--- config.mk ---
export PLATFORM = sky130hd
export DESIGN_NAME = sat_accum_seq
export DESIGN_NICKNAME = d
export VERILOG_FILES = /design/src/rtl/sat_accum_pkg.sv /design/src/rtl/signed_sat_add.sv /design/src/rtl/sat_accum_seq.sv
export SDC_FILE = /design/constraint.sdc
export NUM_CORES = 1
export LEC_CHECK = 0
export BUFFER_PORTS_ARGS = -buffer_cell sky130_fd_sc_hd__buf_2
export CAP_MARGIN = 15
export CORE_AREA = 2 2 67 69
export DETAILED_ROUTE_END_ITERATION = 12
export DIE_AREA = 0 0 69 71
export REMOVE_ABC_BUFFERS = 1
export SLEW_MARGIN = 20
export SYNTH_ARGS = -nofsm -noshare
export SYNTH_HDL_FRONTEND = slang
export SYNTH_SLANG_ARGS = --single-unit
--- constraint.sdc ---
create_clock -name clk -period 2.77 [get_ports clk]
set_clock_uncertainty 0.2 [all_clocks]
set_input_delay 0.1385 -clock clk [delete_from_list [all_inputs] [get_ports clk]]
set_output_delay 0.1385 -clock clk [all_outputs]
set_load 0.005 [all_outputs]
--- src/rtl/sat_accum_pkg.sv ---
// Shared types and constants for the saturating frame accumulator.
package sat_accum_pkg;

    typedef enum logic [1:0] {
        IDLE  = 2'd0,
        ACCUM = 2'd1,
        DONE  = 2'd2
    } state_t;

    // Clamp a requested frame length to the largest supported frame.
    function automatic logic [31:0] clamp_len(input logic [31:0] req, input logic [31:0] n_max);
        logic [31:0] res;
        if (req > n_max) begin
            res = n_max;
        end else begin
            res = req;
        end
        return res;
    endfunction

endpackage

--- src/rtl/signed_sat_add.sv ---
// Combinational two's-complement adder that clamps to the W-bit signed range.
module signed_sat_add #(
    parameter int W = 4
) (
    input  logic [W-1:0] a,
    input  logic [W-1:0] b,
    output logic [W-1:0] sum,
    output logic         clip
);

    localparam logic [W-1:0] MAX_C = {1'b0, {(W-1){1'b1}}};
    localparam logic [W-1:0] MIN_C = {1'b1, {(W-1){1'b0}}};

    logic [W:0] wide_s;

    assign wide_s = {a[W-1], a} + {b[W-1], b};

    // Overflow shows as disagreement between the extra sign bit and the W-bit sign.
    always_comb begin
        sum  = wide_s[W-1:0];
        clip = 1'b0;
        if (wide_s[W] != wide_s[W-1]) begin
            clip = 1'b1;
            if (wide_s[W]) begin
                sum = MIN_C;
            end else begin
                sum = MAX_C;
            end
        end else begin
            sum  = wide_s[W-1:0];
            clip = 1'b0;
        end
    end

endmodule

--- src/rtl/sat_accum_seq.sv ---
// Frame accumulator: start arms a frame of len samples, each accepted sample is
// saturating-added into a running sum, and the clipped sum is offered on out_*.
module sat_accum_seq
    import sat_accum_pkg::*;
#(
    parameter int W     = 4,
    parameter int N_MAX = 15,
    parameter int CNT_W = $clog2(N_MAX + 1)
) (
    input  logic             clk,
    input  logic             rst,
    input  logic             start,
    input  logic [CNT_W-1:0] len,
    input  logic             in_valid,
    output logic             in_ready,
    input  logic [W-1:0]     in_data,
    output logic             out_valid,
    input  logic             out_ready,
    output logic [W-1:0]     out_data,
    output logic             out_sat,
    output logic             busy
);

    state_t           state_q, state_d;
    logic [W-1:0]     acc_q, acc_d;
    logic [CNT_W-1:0] cnt_q, cnt_d;
    logic [CNT_W-1:0] len_q, len_d;
    logic             sat_q, sat_d;

    logic [W-1:0]     add_sum_s;
    logic             add_clip_s;
    logic [CNT_W-1:0] len_eff_s;

    signed_sat_add #(.W(W)) u_add (
        .a    (acc_q),
        .b    (in_data),
        .sum  (add_sum_s),
        .clip (add_clip_s)
    );

    assign len_eff_s = CNT_W'(clamp_len(32'(len), 32'(N_MAX)));

    // State and datapath registers.
    always_ff @(posedge clk or posedge rst) begin
        if (rst) begin
            state_q <= IDLE;
            acc_q   <= '0;
            cnt_q   <= '0;
            len_q   <= '0;
            sat_q   <= 1'b0;
        end else begin
            state_q <= state_d;
            acc_q   <= acc_d;
            cnt_q   <= cnt_d;
            len_q   <= len_d;
            sat_q   <= sat_d;
        end
    end

    // Next-state and datapath update; start is only honoured in IDLE.
    always_comb begin
        state_d = state_q;
        acc_d   = acc_q;
        cnt_d   = cnt_q;
        len_d   = len_q;
        sat_d   = sat_q;
        case (state_q)
            IDLE: begin
                if (start) begin
                    acc_d = '0;
                    cnt_d = '0;
                    sat_d = 1'b0;
                    len_d = len_eff_s;
                    if (len_eff_s == CNT_W'(0)) begin
                        state_d = DONE;
                    end else begin
                        state_d = ACCUM;
                    end
                end else begin
                    state_d = IDLE;
                end
            end
            ACCUM: begin
                if (in_valid) begin
                    acc_d = add_sum_s;
                    sat_d = sat_q | add_clip_s;
                    cnt_d = cnt_q + CNT_W'(1);
                    if (cnt_q == len_q - CNT_W'(1)) begin
                        state_d = DONE;
                    end else begin
                        state_d = ACCUM;
                    end
                end else begin
                    state_d = ACCUM;
                end
            end
            DONE: begin
                if (out_ready) begin
                    state_d = IDLE;
                end else begin
                    state_d = DONE;
                end
            end
            default: begin
                state_d = IDLE;
            end
        endcase
    end

    // Outputs decode registered state only, so they never follow in_valid/out_ready.
    always_comb begin
        in_ready  = (state_q == ACCUM);
        out_valid = (state_q == DONE);
        busy      = (state_q != IDLE);
        if (state_q == DONE) begin
            out_data = acc_q;
            out_sat  = sat_q;
        end else begin
            out_data = '0;
            out_sat  = 1'b0;
        end
    end

endmodule
Word level (Yosys, flattened, before mapping)
Cells that the tools add are included.
{"block": "totals", "reg_bits": 15, "inputBits": 13, "wordCells": 40}
{"block": "classes", "addsub": 3, "eq_ne": 6, "n_mux": 19, "bitwise_logic": 1, "n_reduce_logical": 6}
{"operator": "4-bit 2-to-1 mux", "count": 6}
{"operator": "4-bit case mux with 2 select lines", "count": 2}
{"operator": "2-bit 2-to-1 mux", "count": 5}
{"operator": "2-bit case mux with 3 select lines", "count": 1}
{"operator": "4-bit by 4-bit adder with 5-bit output", "count": 1}
{"operator": "4-bit by 1-bit adder with 4-bit output, second input constant", "count": 1}
{"operator": "4-bit == test", "count": 1}
{"operator": "4-bit logical NOT", "count": 1}
{"operator": "1-bit 2-to-1 mux", "count": 4}
{"operator": "2-bit inequality test, second input constant", "count": 2}
{"operator": "2-bit nonzero test", "count": 2}
{"operator": "4-bit by 1-bit subtractor with 4-bit output, second input constant", "count": 1}
{"operator": "3-bit AND reduction", "count": 1}
{"operator": "2-bit by 1-bit == test with 1-bit output, second input constant", "count": 1}
{"operator": "2-bit == test, second input constant", "count": 1}
{"operator": "2-bit logical NOT", "count": 1}
{"operator": "1-bit case mux with 2 select lines", "count": 1}
{"operator": "2-bit AND reduction", "count": 1}
{"operator": "1-bit inequality test", "count": 1}
{"operator": "1-bit bitwise OR", "count": 1}

Logic depth before layout (Yosys ltp)
{"block": "logic_depth", "word_depth": 6, "depth_mapped": 6}

Cells and area by module
From an unflattened synthesis, not the netlist that was laid out.
{"block": "hier_totals", "hier_cells": 125, "area_unflattened_um2": 1089.8}
{"module": "sat_accum_seq", "instances": 1, "cells_each": 92, "area_per_inst_um2": 844.6, "seq_area_each_um2": 375.4}
{"module": "signed_sat_add", "instances": 1, "cells_each": 33, "area_per_inst_um2": 245.2, "seq_area_each_um2": 0.0}

Worst setup path before layout
No wires, ideal clock.
{"block": "synth_timing", "path_type": "flip-flop to flip-flop", "startpoint": "register acc_q[0]", "endpoint": "register acc_q[2]", "arrival_ns": 1.596, "required_time_ns": 2.441, "slack_ns": 0.845, "path_stages_with_launch": 7, "n_path_buf": 0, "period_less_slack_ns": 1.925, "path_cell_list": "dfrtp_1 ha_1 fa_1 nor2_1 o21ai_0 a221oi_1 o41ai_2"}
{"block": "synth_between", "elab_chain_len": 5}
{"item": "start: declaration", "line_no": "sat_accum_seq.sv:25", "rtl": "logic [W-1:0] acc_q, acc_d;"}
{"item": "start signal: assignment", "line_no": "sat_accum_seq.sv:47", "rtl": "acc_q <= '0;"}
{"item": "start signal: assignment", "line_no": "sat_accum_seq.sv:53", "rtl": "acc_q <= acc_d;"}
{"item": "4-bit by 4-bit adder with 5-bit output (*)", "line_no": "signed_sat_add.sv:16", "rtl": "assign wide_s = {a[W-1], a} + {b[W-1], b};"}
{"item": "4-bit 2-to-1 mux / 1-bit inequality test (equally long branches)", "line_no": "signed_sat_add.sv:24, signed_sat_add.sv:22"}
{"item": "4-bit 2-to-1 mux (*)", "line_no": "signed_sat_add.sv:22", "rtl": "if (wide_s[W] != wide_s[W-1]) begin"}
{"item": "4-bit 2-to-1 mux (*)", "line_no": "sat_accum_seq.sv:84", "rtl": "if (in_valid) begin"}
{"item": "4-bit case mux with 2 select lines (*)", "line_no": "sat_accum_seq.sv:67", "rtl": "case (state_q)"}
Every way passes the cells marked *; elsewhere a longest branch is shown, timed or not. The select of a mux whose other input is x is not followed.
A chain may end at the register's enable or synchronous reset.

Worst setup path after layout
Ends and elaborated chain as after synthesis.

==> results.json <==
{
  "end_kind": "flip-flop",
  "drc": 0,
  "dp.cells": 183,
  "powerDensity_nw_per_um2": 968,
  "nFillCells": 464,
  "antenna_found_initial": 0,
  "crit_fanout": 4,
  "ir_worst_vdd_mv": 0.350,
  "seq_power_share_pct": 33.8,
  "finalCriticalPeriod_ps": 2040,
  "wl_per_cell_um": 11.5,
  "setup_viol": 0,
  "worstMarginPinSlew_ps": 607,
  "die_x_um": 69,
  "clk_latency_ps": 250,
  "vias_per_cell": 4.68,
  "detailroute.via_count": 903,
  "yosys-mux-area-fraction_pct": 2.21,
  "cts_num_sinks": 15,
  "final_cell_count_no_fill": 193,
  "crit_required_ps": 2700,
  "cp.arrival_ps": 1970,
  "synth_area_leaders": "dfrtp_1 37%, ha_1 7.4%, nand2_1 7.4%, xnor2_1 3.4%, and2_1 3.1%",
  "ys.warnings.count": 0,
  "synth_ff_type": "dfrtp_1",
  "min_path_type": "input pin to flip-flop",
  "slew_headroom_pct": 59.5,
  "io_buffer_count": 20,
  "comb_power_share_pct": 51.3,
  "power.share.clock_pct": 14.9,
  "row_count": 24,
  "yosysTopAreaCell": "dfrtp_1",
  "die_y_um": 71,
  "switching_share_pct": 42.3,
  "core_area_sq_um": 4200,
  "cp-start-kind": "flip-flop",
  "root_buffer": "clkbuf_8",
  "place_congestion": 0.729,
  "dieArea_sq_um": 4900,
  "yosysUniqueCellTypes": 40,
  "drv_slew": 0,
  "synthToLayoutAreaGrowth_pct": 26.0,
  "io_pins": 21,
  "final_util_pct": 30.5,
  "grt_pass1_vias": 848,
  "path_class": "flip-flop to flip-flop",
  "grt_overflow": 0,
  "grt_max_degree": 16,
  "fin_nets": 162,
  "yosys.area_share.adder_pct": 9.34,
  "grt_pass1_wl_um": 3880,
  "ys_ff_latch": 15,
  "mostFrequentLayoutCells": "20 x nand2_1, 20 x buf_2, 15 x dfrtp_1",
  "diodes": 0,
  "fmax_ghz": 0.491,
  "cts_max_level": 1,
  "synth_area_sq_um": 1020,
  "period_share_pct": 73.6,
  "p_sw_w": 0.000526,
  "synth-edff-count": 0,
  "synthSimpleGateAreaFrac_pct": 24.6,
  "setup_tns_ps": 0,
  "cts_tree": "yes",
  "stdcell_area_sq_um": 1280,
  "p_int_w": 0.000717,
  "synth_xor_xnor_area_share_pct": 6.02,
  "rsz0062_at_grt": "false",
  "cts_resized": 0,
  "drt-initial-drc-count": 50,
  "place_hpwl_um": 1700,
  "hold_violations": 0,
  "synth_top_area_share_pct": 36.9,
  "synth-compound-area-share_pct": 18.3,
  "synth_top_family_by_area": "simple AND/OR/NAND/NOR gates",
  "drt_first_pass_iters": 4,
  "start_util_pct": 24.2,
  "avgSynthCellArea_sq_um": 9.09,
  "detail_route.wirelength_um": 2220,
  "clk_pin_slew_ps": 70,
  "synth_seq_area_share_pct": 36.9,
  "numCtsBuffers": 3,
  "p_leak_nw": 0.601,
  "place_area_sq_um": 1180,
  "async_reset_ff_share_pct": 100,
  "ant_nets": 0,
  "drive_gt1_share_pct": 21.3,
  "maxCapViolations": 0,
  "status": "complete, no violations",
  "clock_path_buffers": 2,
  "synthCells": 112,
  "track_usage_pct": 9.64
}
==> metrics by stage <==
| step | total power, W | setup slack, ps | hold slack, ps |
|---|---|---|---|
| after floorplan | 0.000903 | 843 | -160 |
| after global placement | 0.00105 | 770 | 44.6 |
| after detailed placement | 0.00105 | 747 | 42.0 |
| after CTS | 0.00125 | 739 | 51.7 |
| after global routing | 0.00138 | 615 | 85.5 |
| final | 0.00124 | 732 | 49.2 |
==> cell usage after synthesis, types with 3 or more instances <==
cell     instances
a21oi_1          3
a31oi_1          3
and2_1           5
dfrtp_1         15
ha_1             6
inv_1            5
nand2_1         20
nand3_1          3
nor2_1           6
nor2b_1          4
o21ai_0          3
o21ai_1          3
xnor2_1          4
xor2_1           3
==> per-layer routing <==
| layer | vias up | track usage, % | routed length (um) |
|---|---|---|---|
| met1 | 421 | 13.5 | 1110 |
| met3 | 2 | 3.42 | 114 |
| met2 | 22 | 14.3 | 988 |
| met5 | - | 0 | 0 |
| met4 | 0 | 1.96 | 16 |
| li1 | 458 | - | - |
==> area by class of cell <==
| type | instances | area (sq um) | share of cell area, % |
|---|---|---|---|
| Multi-Input combinational cell | 90 | 616 | 48.0 |
| Sequential cell | 15 | 375 | 29.2 |
| Timing Repair Buffer | 26 | 160 | 12.5 |
| Tap cell | 52 | 65.1 | 5.07 |
| Clock buffer | 4 | 45.0 | 3.51 |
| Inverter | 6 | 22.5 | 1.75 |
==> power groups by stage <==
stage	Combinational (W)	Clock [W]	Sequential, W
global route	0.000733	0.000202	0.000440
finish	0.000638	0.000185	0.000420
detailed placement	0.000632	0	0.000421
CTS	0.000642	0.000186	0.000422
global placement	0.000625	0	0.000420
floorplan	0.000510	0	0.000393
==> sequential cells by signal (all words and copies together), names as in the netlist <==
name	count
acc_q	4
cnt_q	4
len_q	4
state_q	2
sat_q	1
==> cells by family after synthesis <==
| kind of cell | after synthesis |
|---|---|
| AND/OR/NAND/NOR | 48 |
| AO/OA/AOI/OAI | 26 |
| flip-flops | 15 |
| XOR/XNOR | 7 |
| buffers and inverters | 7 |
| adder cells (fa/ha/maj) | 7 |
| multiplexers | 2 |
==> critical path, cell delays in order (launching register included) <==
cell,delay (ps)
dfrtp_1,390
ha_1,230
fa_1,430
nor2_1,140
o21ai_0,100
a221oi_1,310
o41ai_2,110
==> path summary, 6_finish.rpt <==
path / from / endpoint / slack (ps) / cells after the start
min in group asynchronous: rst / acc_q[2] / 290 / 3
worst max register to register: acc_q[0] / acc_q[2] / 730 / 6
worst max-delay path: acc_q[0] / acc_q[2] / 730 / 6
worst min-delay path: start / state_q[0] / 50 / 3
worst min register to register: sat_q / sat_q / 300 / 2
max in group asynchronous: rst / len_q[2] / 1680 / 3
==> timing repair <==
item / in CTS / in global routing
hold buffers: 6 / 0
setup buffers: 0 / 0
hold endpoints to repair: 21 / 0
No activity file was read; power rests on OpenSTA's default activity.
